## src/rtl/byte_ser_pkg.sv

```systemverilog
// Shared types and defaults for the byte FIFO serializer and its prefetch stage.
package byte_ser_pkg;

  typedef enum logic [1:0] {
    P_IDLE,
    P_SETTLE,
    P_FULL
  } pf_state_t;

  // Which kind of byte currently occupies the shift register (sync insertion build).
  typedef enum logic [1:0] {
    S_SYNC_HI,
    S_SYNC_LO,
    S_DATA
  } sync_phase_t;

  localparam int          BYTE_W        = 8;
  localparam int          BIT_CNT_W     = 3;
  localparam logic [7:0]  FILL_BYTE_DEF = 8'h55;
  localparam logic [15:0] SYNC_WORD_DEF = 16'hEB90;

endpackage

```

## src/rtl/byte_fifo_prefetch.sv

```systemverilog
// Prefetch stage: pops one byte from the registered-output FIFO into a holding
// register, waiting one clkEn after leaving idle so fifoDout reflects the head.
module byte_fifo_prefetch
  import byte_ser_pkg::*;
#(
  parameter int DATA_W = BYTE_W
) (
  input  logic              clk,
  input  logic              reset,
  input  logic              clkEn,
  input  logic              enable,
  input  logic              take,
  output logic              holdValid,
  output logic [DATA_W-1:0] holdByte,
  input  logic [DATA_W-1:0] fifoDout,
  input  logic              fifoEmpty,
  output logic              fifoRdEn
);

  pf_state_t state, stateNxt;
  logic      capture;

  always_ff @(posedge clk) begin
    if (reset) begin
      state <= P_IDLE;
    end else if (clkEn) begin
      state <= stateNxt;
    end
  end

  always_comb begin
    stateNxt = state;
    capture  = 1'b0;
    case (state)
      P_IDLE: begin
        if (enable && !fifoEmpty) stateNxt = P_SETTLE;
      end
      P_SETTLE: begin
        if (fifoEmpty) begin
          stateNxt = P_IDLE;
        end else if (enable) begin
          capture  = 1'b1;
          stateNxt = P_FULL;
        end
      end
      P_FULL: begin
        if (take) stateNxt = P_IDLE;
      end
      default: stateNxt = P_IDLE;
    endcase
  end

  // The pop and the capture share one qualified strobe so they can never diverge.
  assign fifoRdEn  = capture & clkEn & ~reset;
  assign holdValid = (state == P_FULL);

  always_ff @(posedge clk) begin
    if (fifoRdEn) holdByte <= fifoDout;
  end

endmodule

```

## src/rtl/byte_fifo_serializer.sv

```systemverilog
// Byte FIFO to MSB-first serial bitstream with fill-byte substitution on underrun.
// Optional feature: define SER_SYNC_INSERT_EN to prefix every FRAME_BYTES bytes with SYNC_WORD.
module byte_fifo_serializer
  import byte_ser_pkg::*;
#(
  parameter logic [7:0]  FILL_BYTE   = FILL_BYTE_DEF,
  parameter int          FRAME_BYTES = 64,
  parameter logic [15:0] SYNC_WORD   = SYNC_WORD_DEF
) (
  input  logic        clk,
  input  logic        reset,
  input  logic        clkEn,
  input  logic        enable,
  input  logic        bitEn,
  input  logic [7:0]  fifoDout,
  input  logic        fifoEmpty,
  output logic        fifoRdEn,
  output logic        serOut,
  output logic        serValid,
  output logic        byteStart,
  output logic [15:0] underflowCnt
);

  logic [BIT_CNT_W-1:0] bitCnt;
  logic [BYTE_W-1:0]    shreg;
  logic [BYTE_W-1:0]    nextByte;
  logic [BYTE_W-1:0]    holdByte;
  logic [15:0]          ufCnt;
  logic                 holdValid;
  logic                 take;
  logic                 strobe;
  logic                 boundary;
  logic                 dataSlot;
  logic                 ufInc;

  function automatic logic [15:0] sat_inc(input logic [15:0] v);
    return (v == 16'hFFFF) ? v : v + 16'd1;
  endfunction

  byte_fifo_prefetch #(
    .DATA_W(BYTE_W)
  ) u_prefetch (
    .clk      (clk),
    .reset    (reset),
    .clkEn    (clkEn),
    .enable   (enable),
    .take     (take),
    .holdValid(holdValid),
    .holdByte (holdByte),
    .fifoDout (fifoDout),
    .fifoEmpty(fifoEmpty),
    .fifoRdEn (fifoRdEn)
  );

  assign strobe   = clkEn & bitEn & enable;
  assign boundary = strobe & (bitCnt == '0);
  // A capture landing on the boundary cycle is not yet visible in holdValid, so fill wins.
  assign take     = boundary & dataSlot & holdValid;
  assign ufInc    = boundary & dataSlot & ~holdValid;

`ifdef SER_SYNC_INSERT_EN
  localparam int                FRAME_W    = $clog2(FRAME_BYTES + 1);
  localparam logic [FRAME_W-1:0] FRAME_LAST = FRAME_W'(FRAME_BYTES);
  localparam logic [BYTE_W-1:0]  RESET_BYTE = SYNC_WORD[15:8];

  sync_phase_t        phase, phaseNxt;
  logic [FRAME_W-1:0] frameCnt, frameNxt;

  // frameCnt counts data/fill bytes loaded since the last sync word.
  always_comb begin
    nextByte = holdValid ? holdByte : FILL_BYTE;
    dataSlot = 1'b1;
    phaseNxt = S_DATA;
    frameNxt = frameCnt + 1'b1;
    case (phase)
      S_SYNC_HI: begin
        nextByte = SYNC_WORD[7:0];
        dataSlot = 1'b0;
        phaseNxt = S_SYNC_LO;
        frameNxt = '0;
      end
      S_SYNC_LO: begin
        frameNxt = FRAME_W'(1);
      end
      default: begin
        if (frameCnt == FRAME_LAST) begin
          nextByte = SYNC_WORD[15:8];
          dataSlot = 1'b0;
          phaseNxt = S_SYNC_HI;
          frameNxt = '0;
        end
      end
    endcase
  end

  always_ff @(posedge clk) begin
    if (reset) begin
      phase    <= S_SYNC_HI;
      frameCnt <= '0;
    end else if (boundary) begin
      phase    <= phaseNxt;
      frameCnt <= frameNxt;
    end
  end
`else
  localparam logic [BYTE_W-1:0] RESET_BYTE = FILL_BYTE;

  logic unusedFrameCfg;
  assign unusedFrameCfg = ^{SYNC_WORD, FRAME_BYTES};

  always_comb begin
    nextByte = holdValid ? holdByte : FILL_BYTE;
    dataSlot = 1'b1;
  end
`endif

  // Shifter stage: one bit per strobe, next byte loaded on the strobe that sends bit 0.
  always_ff @(posedge clk) begin
    if (reset) begin
      bitCnt    <= '1;
      shreg     <= RESET_BYTE;
      serOut    <= 1'b0;
      serValid  <= 1'b0;
      byteStart <= 1'b0;
      ufCnt     <= '0;
    end else begin
      serValid  <= strobe;
      byteStart <= strobe & (bitCnt == '1);
      if (strobe) begin
        serOut <= shreg[bitCnt];
        bitCnt <= bitCnt - 1'b1;
        if (bitCnt == '0) shreg <= nextByte;
      end
      if (ufInc) ufCnt <= sat_inc(ufCnt);
    end
  end

  assign underflowCnt = ufCnt;

endmodule

```

## config.mk

```make
export PLATFORM = sky130hd
export DESIGN_NAME = byte_fifo_serializer
export DESIGN_NICKNAME = d
export VERILOG_FILES = /design/src/rtl/byte_ser_pkg.sv /design/src/rtl/byte_fifo_prefetch.sv /design/src/rtl/byte_fifo_serializer.sv
export SDC_FILE = /design/constraint.sdc
export NUM_CORES = 1
export LEC_CHECK = 0
export CELL_PAD_IN_SITES_DETAIL_PLACEMENT = 0
export CELL_PAD_IN_SITES_GLOBAL_PLACEMENT = 1
export CORE_UTILIZATION = 39
export CTS_CLUSTER_SIZE = 30
export DETAILED_ROUTE_END_ITERATION = 8
export GPL_TIMING_DRIVEN = 0
export PLACE_DENSITY = 0.85
export SLEW_MARGIN = 20
export SYNTH_ARGS = -nofsm -noshare
export SYNTH_HDL_FRONTEND = slang
export SYNTH_HIERARCHICAL = 1
export SYNTH_SLANG_ARGS = --single-unit
```

## constraint.sdc

```tcl
create_clock -name clk -period 2.8 [get_ports clk]
set_clock_uncertainty 0.05 [all_clocks]
set_input_delay 0.84 -clock clk [delete_from_list [all_inputs] [get_ports clk]]
set_output_delay 0.84 -clock clk [all_outputs]
set_load 0.01 [all_outputs]
```

# Word-level counts from Yosys, hierarchy flattened

Cells that the tools add are included.

$lt $le $gt $ge: 1
Multiplexer cells: 11
Add/sub/neg operators: 2
Bitwise gates (word level): 11
Eq/ne operators: 7
Reduce and logical (&&, ||, !) cells: 7

Operators by type and width:

| operator                                              | count |
|---|---|
| adder 16 x 1 -> 16 bit, second input constant         | 1 |
| equality test 16 bit, second input constant           | 1 |
| bitwise AND 1 bit                                     | 8 |
| 2-to-1 mux 2 bit                                      | 4 |
| 2-to-1 mux 8 bit                                      | 1 |
| case mux 2 bit (3 select lines)                       | 1 |
| < comparator 3 x 4 -> 1 bit, second input constant    | 1 |
| 2-to-1 mux 1 bit                                      | 4 |
| inequality test 2 x 1 -> 1 bit, second input constant | 2 |
| AND reduction 2 bit                                   | 2 |
| AND reduction 4 bit                                   | 1 |
| binary-select mux 1 bit (select 3 bit)                | 1 |
| equality test 3 bit, second input constant            | 1 |
| zero test 3 bit                                       | 1 |
| inequality test 3 bit, second input constant          | 1 |
| NOT 1 bit                                             | 3 |
| subtractor 3 x 1 -> 3 bit, second input constant      | 1 |
| equality test 2 x 1 -> 1 bit, second input constant   | 1 |
| equality test 2 bit, second input constant            | 1 |
| zero test 2 bit                                       | 1 |
| logical AND 1 bit                                     | 1 |
| zero test 1 bit                                       | 1 |

Logic and storage cells: 47
Input bits: 14
Register bits: 40
Output and inout bits: 20

# Logic depth before layout (Yosys ltp)

Word-level depth: 6
Depth in mapped cells: 8
Gate-level depth less buffers: 6

# By module

The synthesis kept the hierarchy.

Modules (own cells, without submodules):

| module               | area each (um^2) | cells each | sequential area each (um^2) | times used |
|---|---|---|---|---|
| byte_fifo_serializer | 1,496.4          | 172        | 600.6                       | 1 |
| byte_fifo_prefetch   | 366.6            | 21         | 280.3                       | 1 |

# Worst setup path after synthesis

No wires, ideal clock.

Kind: input port to output port
Start point: in fifoEmpty
End point: out fifoRdEn
Required time: 1,910 ps
Cell stages on the path: 2
Buffers on the path: 0
Slack: 316 ps
Arrival time: 1,594 ps
Path through: or2_1 > nor2_1

Cells in the longest elaborated chain, start to end: 4

Ends and longest elaborated chain:

| item                           | line                       | RTL |
|---|---|---|
| from (decl)                    | byte_fifo_serializer.sv:16 | `input logic fifoEmpty,` |
| 2-to-1 mux 1 bit               | byte_fifo_prefetch.sv:39   | `if (fifoEmpty) begin` |
| 2-to-1 mux 1 bit               | byte_fifo_prefetch.sv:34   | `case (state)` |
| bitwise AND 1 bit (2 in a row) | byte_fifo_prefetch.sv:54   | `assign fifoRdEn = capture & clkEn & ~reset;` |
| to (decl)                      | byte_fifo_serializer.sv:17 | `output logic fifoRdEn,` |

No other way between the ends.

# Worst setup path in the final report

Start point: in reset
End point: out fifoRdEn

Cells in the longest elaborated chain, start to end: 2

Ends and longest elaborated chain:

| item              | line                       | RTL |
|---|---|---|
| from (decl)       | byte_fifo_serializer.sv:11 | `input logic reset,` |
| NOT 1 bit         | byte_fifo_prefetch.sv:54   |  |
| bitwise AND 1 bit | byte_fifo_prefetch.sv:54   |  |

No other way between the ends.

==> results.txt <==
- The tree is rooted in a sky130_fd_sc_hd__clkbuf_8.
- Yosys mapped the design onto 44 distinct sky130hd cell types.
* Clock slew seen by the registers of the worst setup and hold paths: 70 ps
* Setup repair after global routing missed its margin: false
- Layout overhead on the synthesized area: 29.2%
- From bottom edge to top edge, the die measures 71.1 um.
- Yosys printed 6 warnings.
- By area the synthesized netlist is led by sky130_fd_sc_hd__dfxtp_1 34%, sky130_fd_sc_hd__edfxtp_1 13%, sky130_fd_sc_hd__a21oi_1 3.8%, sky130_fd_sc_hd__nand3_1 3.2%, sky130_fd_sc_hd__nor2_1 2.8%.
- Final RePlAce weighted congestion: 0.808
* Top flip-flop cell by instance count after synthesis: sky130_fd_sc_hd__dfxtp_1
- The first routing iteration left 93 violations.
- The core region is 4470 sq um.
- The tightest hold path in the finished design has a slack of 404 ps.
* Final Hold Vio Count: 0
- The routed design could run at a clock period as short as 2740 ps.
- Worst EP arrival: 1850 ps
* Int Pwr: 0.793 mW
- The cell area that synthesis handed to floorplanning was 1860 sq um.
* Worst setup SP type: input port
- Post-CTS Hold Buffers: 0
* Mean post-synth cell area: 9.65 sq um
* HPWL after DPL: 2850 um
- Row generation in the floorplan step produced 24 rows.
- 34 I/O pins were placed.
* Total routed wirelength: 4110 um
- The critical path is of the in2out type.
- In this run switching power makes up 22.1% of total power.
- The library cells used most frequently in the layout, excluding fill and tap cells, are 32 x sky130_fd_sc_hd__dfxtp_1, 29 x sky130_fd_sc_hd__clkdlybuf4s50_1, 14 x sky130_fd_sc_hd__a21oi_1.
- Initial antenna violation count: 0
- For this run, the register share of the synthesized area comes to 47.3%.
- CTS tree: built
- Relative slew slack: 45.8%
- Fmax: 0.365 GHz
* Number of vias per cell after detailed routing: 5.53
- Number of DRC violations after detailed routing: 0
- The cell count after synthesis came out at 193.
- Library cell with the largest summed area after synthesis: sky130_fd_sc_hd__dfxtp_1
- The number of global-route vias before repair was 1421.
* Mapped Nets: 211
* Register bit total from synthesis: 40
* Worst hold-check path type: reg2reg
* Combinational group share of total power: 5.5%
- Latest clock arrival within the worst-skew pair: 290 ps
- Worst IR Drop VDD: 0.000278 V
* Fill cell instance count of the final layout: 419
- Tightest Pin Transition: 806 ps
- In this run the static leakage power is 0.816 nW.
- Summed over all layers, the global routing overflow is 0.
- At the worst endpoint, the required time is 1910 ps.
* Critical path peak fanout: 11
* Number of sinks on the clock net: 40
- Number of maximum-capacitance violations: 0
- Overall die width: 71.1 um
- Global router's overall resource usage: 18.1%
- Power Total: 1.02 mW
* Count of port buffers added during placement: 33
* Setup crit end kind: primary output
* Proportion of layout cells with a drive suffix above 1: 11.9%
- Largest net degree at the start of global routing: 12
- The first global-routing pass estimated 7020 um of wire.
- ANT cells: 0
* Clock group share of total power: 36.1%
* Number of clock buffers inserted by TritonCTS: 5
* Core Util, Final: 53.8%
- Commonest non-fill, non-tap cell in the layout: sky130_fd_sc_hd__dfxtp_1
* Initial cell density of the core: 41.6%
* H-tree depth: 2
- Die area: 5060 sq um
- Setup violations remaining at the end of the flow were counted as 0.
* Post-detailed-route count of antenna-violating nets: 0
* Layout Nets: 253
* Fraction of synthesized cell area taken by the top area cell type: 34.4%
- P_sw: 0.225 mW
* Result of the run: finished, final reports clean
* Period Utilization, post-route: 97.9%
- Before antenna repair, the detailed router went through 6 iterations.
- The number of slew-limit violations in the final report is 0.
- The share of total power dissipated in sequential elements is 58.4%.
* Clock tree buffer depth: 2
- Post-synth EDFFs: 8
* Fraction of synthesis flops using an asynchronous set or reset pin: 0%
* Vias after detailed routing: 1593
- Post-DR wirelength/cell: 14.3 um
- Pwr/cell area: 423 nW/um^2
==> per-layer routing <==
layer  routed length (um)  vias up  track usage, %
met3                  158        6            4.42
met4                   74        0            8.44
met1                 2020      737            25.0
met5                    0        -               0
li1                     -      815               -
met2                 1860       35            26.8
==> area by class of cell <==
type,count,area (sq um),area share (%)
Multi-Input combinational cell,139,975,40.5
Sequential cell,40,881,36.6
Timing Repair Buffer,35,344,14.3
Clock buffer,7,76.3,3.17
Tap cell,52,65.1,2.70
Buffer,8,40.0,1.66
Inverter,6,22.5,0.936
Clock inverter,1,3.75,0.156
==> synthesized netlist by cell type (2+ instances only) <==
cell                       instances
sky130_fd_sc_hd__or4_1             6
sky130_fd_sc_hd__buf_2             2
sky130_fd_sc_hd__inv_1             6
sky130_fd_sc_hd__or3_1             2
sky130_fd_sc_hd__nor4_1            5
sky130_fd_sc_hd__o31ai_1           5
sky130_fd_sc_hd__clkbuf_1          5
sky130_fd_sc_hd__a21oi_1          14
sky130_fd_sc_hd__o41ai_1           3
sky130_fd_sc_hd__nand3_1          12
sky130_fd_sc_hd__o21ai_0           8
sky130_fd_sc_hd__and3_1            6
sky130_fd_sc_hd__mux2_2            4
sky130_fd_sc_hd__nor3_1            4
sky130_fd_sc_hd__or4b_1            2
sky130_fd_sc_hd__nor3b_1           5
sky130_fd_sc_hd__mux4_2            2
sky130_fd_sc_hd__nand4_1           4
sky130_fd_sc_hd__ha_1              4
sky130_fd_sc_hd__nand2_1          13
sky130_fd_sc_hd__nor2b_1           5
sky130_fd_sc_hd__nor2_1           14
sky130_fd_sc_hd__edfxtp_1          8
sky130_fd_sc_hd__dfxtp_1          32
sky130_fd_sc_hd__nand3b_1          3
==> registers in the layout (all words and copies together) (netlist names) <==
name	count
bitCnt	3
u_prefetch/holdByte	8
u_prefetch/state	2
underflowCnt	16
shreg	8
serOut	1
byteStart	1
serValid	1
==> path summary, 6_finish.rpt <==
path                             from               end  slack [ps]  cells after the start
setup / recovery                reset          fifoRdEn          60                      4
hold / removal               shreg[1]          shreg[1]         400                      2
setup reg to reg  u_prefetch/state[0]  underflowCnt[13]         190                      8
hold reg to reg              shreg[1]          shreg[1]         400                      2
==> cells by family (layout without fill, tap and decap cells) <==
group,count (synthesis),count (layout),share of synthesized area [%]
DFF,40,40,47.3
AOI/OAI and AO/OA,38,38,13.4
buffers and inverters,14,57,3.36
adders and majority gates,4,4,2.69
muxes,7,7,5.37
and+or+nand+nor,90,90,27.9
==> power groups by stage <==
stage | registers, mW | clock network, mW | logic [mW]
global placement | 0.608 | 0 | 0.0530
CTS | 0.594 | 0.379 | 0.0539
global route | 0.595 | 0.403 | 0.0621
detailed placement | 0.608 | 0 | 0.0539
floorplan | 0.608 | 0 | 0.0215
finish | 0.594 | 0.368 | 0.0559
==> metrics by stage <==
stage          setup TNS [ps]  std cells  instance area [sq um]  setup slack (ps)
3_5_place_dp            -7290        278                   2260             -1120
6_report                    0        288                   2410              57.5
3_3_place_gp            -6740        278                   2260             -1110
4_1_cts                     0        288                   2370              37.6
2_1_floorplan               0        193                   1860               316
5_1_grt                     0        288                   2410             0.435
==> repair_timing <==
action	in CTS	in global routing
endpoints found under the setup margin	9	5
endpoints found under the hold margin	0	0
resized for setup	10	7
pin swaps	2	0
setup buffers	2	0
==> critical path: stages <==
cell and delay [ps]:
sky130_fd_sc_hd__clkdlybuf4s15_2 290, sky130_fd_sc_hd__nand4b_1 300, sky130_fd_sc_hd__nor2_4 150, sky130_fd_sc_hd__dlygate4sd2_1 270
(Power assumes the default switching activity.)
